==> src/rtl/present_shared_pkg.sv <==
// Shared definitions for the 3-share PRESENT round datapath: FSM states,
// round/nibble counts and the PRESENT bit permutation.
package present_shared_pkg;

  typedef enum logic [2:0] {
    ST_IDLE,
    ST_KEYADD,
    ST_SBOX,
    ST_PLAYER,
    ST_FINAL,
    ST_DONE
  } state_t;

  localparam int NUM_ROUNDS = 31;
  localparam int NIBBLES    = 16;
  localparam int SHARES     = 3;

  // PRESENT pLayer: bit i moves to position 16*i mod 63, bit 63 stays put.
  function automatic logic [63:0] p_layer(input logic [63:0] x);
    logic [63:0] y;
    int dst;
    y = '0;
    for (int i = 0; i < 63; i++) begin
      dst = (16 * i) % 63;
      y[dst[5:0]] = x[i];
    end
    y[63] = x[63];
    return y;
  endfunction

endpackage

==> src/rtl/present_player_share.sv <==
// Pure wiring permutation applied to one share; one copy per share keeps the
// linear layer strictly share-local.
module present_player_share
  import present_shared_pkg::*;
(
  input  logic [63:0] din,
  output logic [63:0] dout
);

  assign dout = p_layer(din);

endmodule

==> src/rtl/present_shared_datapath.sv <==
// Control FSM and share-local linear datapath of a 3-share masked PRESENT
// encryption core. The nonlinear S-box lives outside: nibbles are streamed
// out one per cycle and the matching results come back SBOX_LAT cycles later.
// SBOX_LAT is expected in the range 1..8.
module present_shared_datapath
  import present_shared_pkg::*;
#(
  parameter int SBOX_LAT = 2
) (
  input  logic        clk,
  input  logic        rst_n,
  input  logic [63:0] pt1,
  input  logic [63:0] pt2,
  input  logic [63:0] pt3,
  input  logic [63:0] rk1,
  input  logic [63:0] rk2,
  input  logic [63:0] rk3,
  input  logic        start,
  output logic [5:0]  round_idx,
  output logic [3:0]  sb_in1,
  output logic [3:0]  sb_in2,
  output logic [3:0]  sb_in3,
  input  logic [3:0]  sb_out1,
  input  logic [3:0]  sb_out2,
  input  logic [3:0]  sb_out3,
  output logic        busy,
  output logic        done,
  output logic [63:0] ct1,
  output logic [63:0] ct2,
  output logic [63:0] ct3
);

  localparam logic [4:0] LAT5     = 5'(SBOX_LAT);
  localparam logic [4:0] SBOX_END = 5'(NIBBLES + SBOX_LAT - 1);

  state_t      state;
  logic [4:0]  cnt;
  logic        feeding;
  logic        capturing;
  logic [3:0]  feed_idx;
  logic [3:0]  cap_idx;

  logic [63:0] pt_s  [SHARES];
  logic [63:0] rk_s  [SHARES];
  logic [63:0] ct_s  [SHARES];
  logic [3:0]  sbo_s [SHARES];
  logic [3:0]  sbi_s [SHARES];

  assign pt_s[0]  = pt1;
  assign pt_s[1]  = pt2;
  assign pt_s[2]  = pt3;
  assign rk_s[0]  = rk1;
  assign rk_s[1]  = rk2;
  assign rk_s[2]  = rk3;
  assign sbo_s[0] = sb_out1;
  assign sbo_s[1] = sb_out2;
  assign sbo_s[2] = sb_out3;
  assign sb_in1   = sbi_s[0];
  assign sb_in2   = sbi_s[1];
  assign sb_in3   = sbi_s[2];
  assign ct1      = ct_s[0];
  assign ct2      = ct_s[1];
  assign ct3      = ct_s[2];

  // First 16 SBOX cycles stream nibbles out; results land SBOX_LAT cycles later.
  assign feeding   = (state == ST_SBOX) && (cnt < 5'd16);
  assign feed_idx  = cnt[3:0];
  assign capturing = (state == ST_SBOX) && (cnt >= LAT5);
  assign cap_idx   = 4'(cnt - LAT5);

  for (genvar s = 0; s < SHARES; s++) begin : g_share
    logic [63:0] sh;
    logic [63:0] sh_perm;
    logic [63:0] ct_q;

    present_player_share u_player (
      .din  (sh),
      .dout (sh_perm)
    );

    assign sbi_s[s] = feeding ? sh[{feed_idx, 2'b00} +: 4] : 4'h0;
    assign ct_s[s]  = ct_q;

    // Per-share state and ciphertext register; only ever mixes with its own key/S-box share.
    always_ff @(posedge clk or negedge rst_n) begin
      if (!rst_n) begin
        sh   <= '0;
        ct_q <= '0;
      end else begin
        case (state)
          ST_IDLE:   if (start) sh <= pt_s[s];
          ST_KEYADD: sh <= sh ^ rk_s[s];
          ST_SBOX:   if (capturing) sh[{cap_idx, 2'b00} +: 4] <= sbo_s[s];
          ST_PLAYER: sh <= sh_perm;
          ST_FINAL: begin
            sh   <= sh ^ rk_s[s];
            ct_q <= sh ^ rk_s[s];
          end
          default: ;
        endcase
      end
    end
  end

  // Round sequencing with registered busy/done/round_idx outputs.
  always_ff @(posedge clk or negedge rst_n) begin
    if (!rst_n) begin
      state     <= ST_IDLE;
      cnt       <= '0;
      round_idx <= '0;
      busy      <= 1'b0;
      done      <= 1'b0;
    end else begin
      done <= 1'b0;
      case (state)
        ST_IDLE: begin
          if (start) begin
            state     <= ST_KEYADD;
            round_idx <= 6'd1;
            busy      <= 1'b1;
          end
        end
        ST_KEYADD: begin
          state <= ST_SBOX;
          cnt   <= '0;
        end
        ST_SBOX: begin
          if (cnt == SBOX_END) state <= ST_PLAYER;
          else                 cnt   <= cnt + 5'd1;
        end
        ST_PLAYER: begin
          if (round_idx == 6'(NUM_ROUNDS)) begin
            state     <= ST_FINAL;
            round_idx <= 6'd32;
          end else begin
            state     <= ST_KEYADD;
            round_idx <= round_idx + 6'd1;
          end
        end
        ST_FINAL: begin
          state     <= ST_DONE;
          round_idx <= '0;
          busy      <= 1'b0;
          done      <= 1'b1;
        end
        default: state <= ST_IDLE;
      endcase
    end
  end

endmodule

==> config.mk <==
export PLATFORM = sky130hd
export DESIGN_NAME = present_shared_datapath
export DESIGN_NICKNAME = d
export VERILOG_FILES = /design/src/rtl/present_shared_pkg.sv /design/src/rtl/present_player_share.sv /design/src/rtl/present_shared_datapath.sv
export SDC_FILE = /design/constraint.sdc
export NUM_CORES = 1
export LEC_CHECK = 0
export BUFFER_PORTS_ARGS = -buffer_cell sky130_fd_sc_hd__buf_2
export CAP_MARGIN = 20
export CORE_MARGIN = 4
export CORE_UTILIZATION = 35
export CTS_CLUSTER_DIAMETER = 50
export DETAILED_ROUTE_END_ITERATION = 12
export PLACE_DENSITY_LB_ADDON = 0.15
export SLEW_MARGIN = 5
export SYNTH_ARGS = -nofsm -noshare
export SYNTH_HDL_FRONTEND = slang
export SYNTH_SLANG_ARGS = --single-unit
==> constraint.sdc <==
create_clock -name clk -period 4.4 [get_ports clk]
set_input_delay 0.88 -clock clk [delete_from_list [all_inputs] [get_ports clk]]
set_output_delay 0.88 -clock clk [all_outputs]
set_load 0.02 [all_outputs]
==> results.json <==
{
  "antenna_found_initial": 21,
  "ant_nets": 0,
  "grt.overflow.total": 0,
  "fp.dieH_um": 283,
  "p_per_area_nw_per_um2": 856,
  "fmax_ghz": 0.245,
  "clkLatencyLatePin_ps": 630,
  "avgSynthCellArea_um2": 8.89,
  "setup_violations": 0,
  "vias": 28403,
  "max_cap_viol_count": 0,
  "path_cells": "buf_4 > mux4_2 > mux4_2 > nor2b_1 > buf_2",
  "wl_mm": 148,
  "hold_ws_ps": 273,
  "slowest_delay_ps": 860,
  "cp_common_cell": "mux4_2",
  "cp_num_buf_inv": 2,
  "period_share_pct": 92.8,
  "slowest_stage": "dfrtp_4",
  "root_buffer": "clkbuf_16",
  "synth-edff-count": 0,
  "crit_path_end_kind": "primary output",
  "syn_area_um2": 26400,
  "tritoncts": "done",
  "dpl.hpwl_mm": 108,
  "worst-setup-path-type": "flip-flop to primary output",
  "drv_slew": 0,
  "rows": 100,
  "holdCritPathClass": "input port to async pin",
  "drive_above_1_share_pct": 27.0,
  "start_util_pct": 35.4,
  "io_buffers": 610,
  "netlist_instances": 2975,
  "dr.pass1.iters": 6,
  "pin_count": 611,
  "ys_types": 73,
  "synthesis.nets": 3384,
  "fin_crit_ps": 4080,
  "reg2reg_slack_ps": 660,
  "ys_seq_elements": 400,
  "synth_commonest_cells": "400 x dfrtp_1, 360 x a21oi_1, 283 x nand2_1",
  "cts_hold_buffers": 0,
  "drt_iter0_drc": 3512,
  "grt_util_all_layers_pct": 35.4,
  "cts-htree-levels": 3,
  "crit_required_ps": 3520,
  "fin_ws_ps": 317,
  "numCtsBuffers": 69,
  "clkTransAtPathRegs_ps": 60,
  "ir_drop_mv": 0.759,
  "cts.sinks": 400,
  "synth_warnings": 0,
  "cp_top_family": "multiplexers",
  "outcome": "complete, no violations",
  "worstPathMaxFanout": 29,
  "worstPathArrival_ps": 3200,
  "ys_top_cells_by_area": "dfrtp_1 38%, a21oi_1 6.8%, xnor2_1 6.0%",
  "via_per_inst": 6.31,
  "die_w_um": 283,
  "post-place-ws_ps": 784,
  "hold_viol": 0,
  "worstMarginPinSlew_ps": 1310,
  "fin_setup_tns_ps": 0,
  "synth_top_area_cell": "dfrtp_1",
  "p_total_mw": 28.3,
  "fin_skew_ps": 31.4,
  "ys_async_sr_fraction_pct": 100,
  "grt_max_degree": 214,
  "fp.coreArea_um2": 74700,
  "place.gp.congestion": 0.957,
  "drc": 0,
  "rsz0062_at_grt": "no",
  "die_area_um2": 80000,
  "ys_seq_area_share_pct": 37.9,
  "critPathLaunchType": "flip-flop",
  "yosysMostFrequentCell": "dfrtp_1",
  "p_leak_nw": 14.6,
  "grt_pass1_vias": 27130,
  "area_growth_pct": 24.9,
  "wl_per_cell_um": 32.8,
  "ys.flop_type": "dfrtp_1",
  "yosysTopAreaCellShare_pct": 37.9,
  "clockBufferDepth": 3,
  "grt_pass1_wl_mm": 203,
  "slew_headroom_pct": 12.8,
  "fin_nets": 3877
}
[logic make-up after synthesis]
logic type	after synthesis	synth area share [%]
buffers and inverters	298	4.77
flip-flops	400	37.9
AND/OR/NAND/NOR	706	11.6
adder cells (fa/ha/maj)	10	0.473
XOR/XNOR	203	6.98
AO/OA/AOI/OAI	1273	32.1
multiplexers	85	6.24
[worst paths after layout]
check	startpoint	to	depth (start not counted)
worst max-delay path	cnt[0]	sb_in2[0]	5
max in group asynchronous	rst_n	g_share[1].sh[7]	2
worst max register to register	cnt[0]	g_share[2].sh[8]	6
worst min register to register	ct1[54]	ct1[54]	1
worst min-delay path	rst_n	round_idx[5]	1
min in group clk	ct1[54]	ct1[54]	1
[cell type report]
class                      count  area (um^2)
antenna                        9         22.5
fill                        7492        41700
clock buffer                  84         1910
inverter                       8         37.5
sequential                   400        10000
tap                          969         1210
clock inverter                44          593
timing repair buffer         712         3990
multi-input combinational   2277        15200
[cell usage in the layout, fill, tap and decap left out, types with 93 or more instances in the layout]
master	synthesis	routed
a211o_1	93	93
a21oi_1	360	359
buf_2	78	609
dfrtp_1	400	395
nand2_1	283	283
nor2_1	227	226
nor3_1	97	97
o21a_1	126	126
o21ai_0	202	202
xnor2_1	182	182
[stage by stage]
| stage | area, um^2 | utilization (%) | std cells |
|---|---|---|---|
| final | 33000 | 44.2 | 4503 |
| after CTS | 33000 | 44.2 | 4493 |
| after detailed placement | 30500 | 40.8 | 4365 |
| after global routing | 33000 | 44.2 | 4498 |
| after global placement | 30500 | 40.8 | 4365 |
| after floorplan | 26400 | - | 2975 |
[what timing repair did]
item                                    CTS  global route
gates resized for setup                   0             0
buffers inserted                          0             1
endpoints found under the setup margin    0             1
[metal layers]
layer	global-route usage [%]	wire, um
met1	44.6	56000
met2	55.2	66100
met3	8.89	14900
met4	20.9	10400
met5	0	119
[flip-flops by register name, indices dropped and copies added (netlist names)]
name        count
busy            1
cnt             5
ct1            64
ct2            64
ct3            64
done            1
g_share.sh    192
round_idx       6
state           3
[where the power goes]
| group | total, mW | switching, mW | leakage, nW | internal, mW |
|---|---|---|---|---|
| Combinational | 15.1 | 9.17 | 8.46 | 5.90 |
| Clock | 5.97 | 2.20 | 1.20 | 3.78 |
| Sequential | 7.23 | 2.54 | 4.90 | 4.69 |
Note: power is estimated with default switching activity, not from simulation.
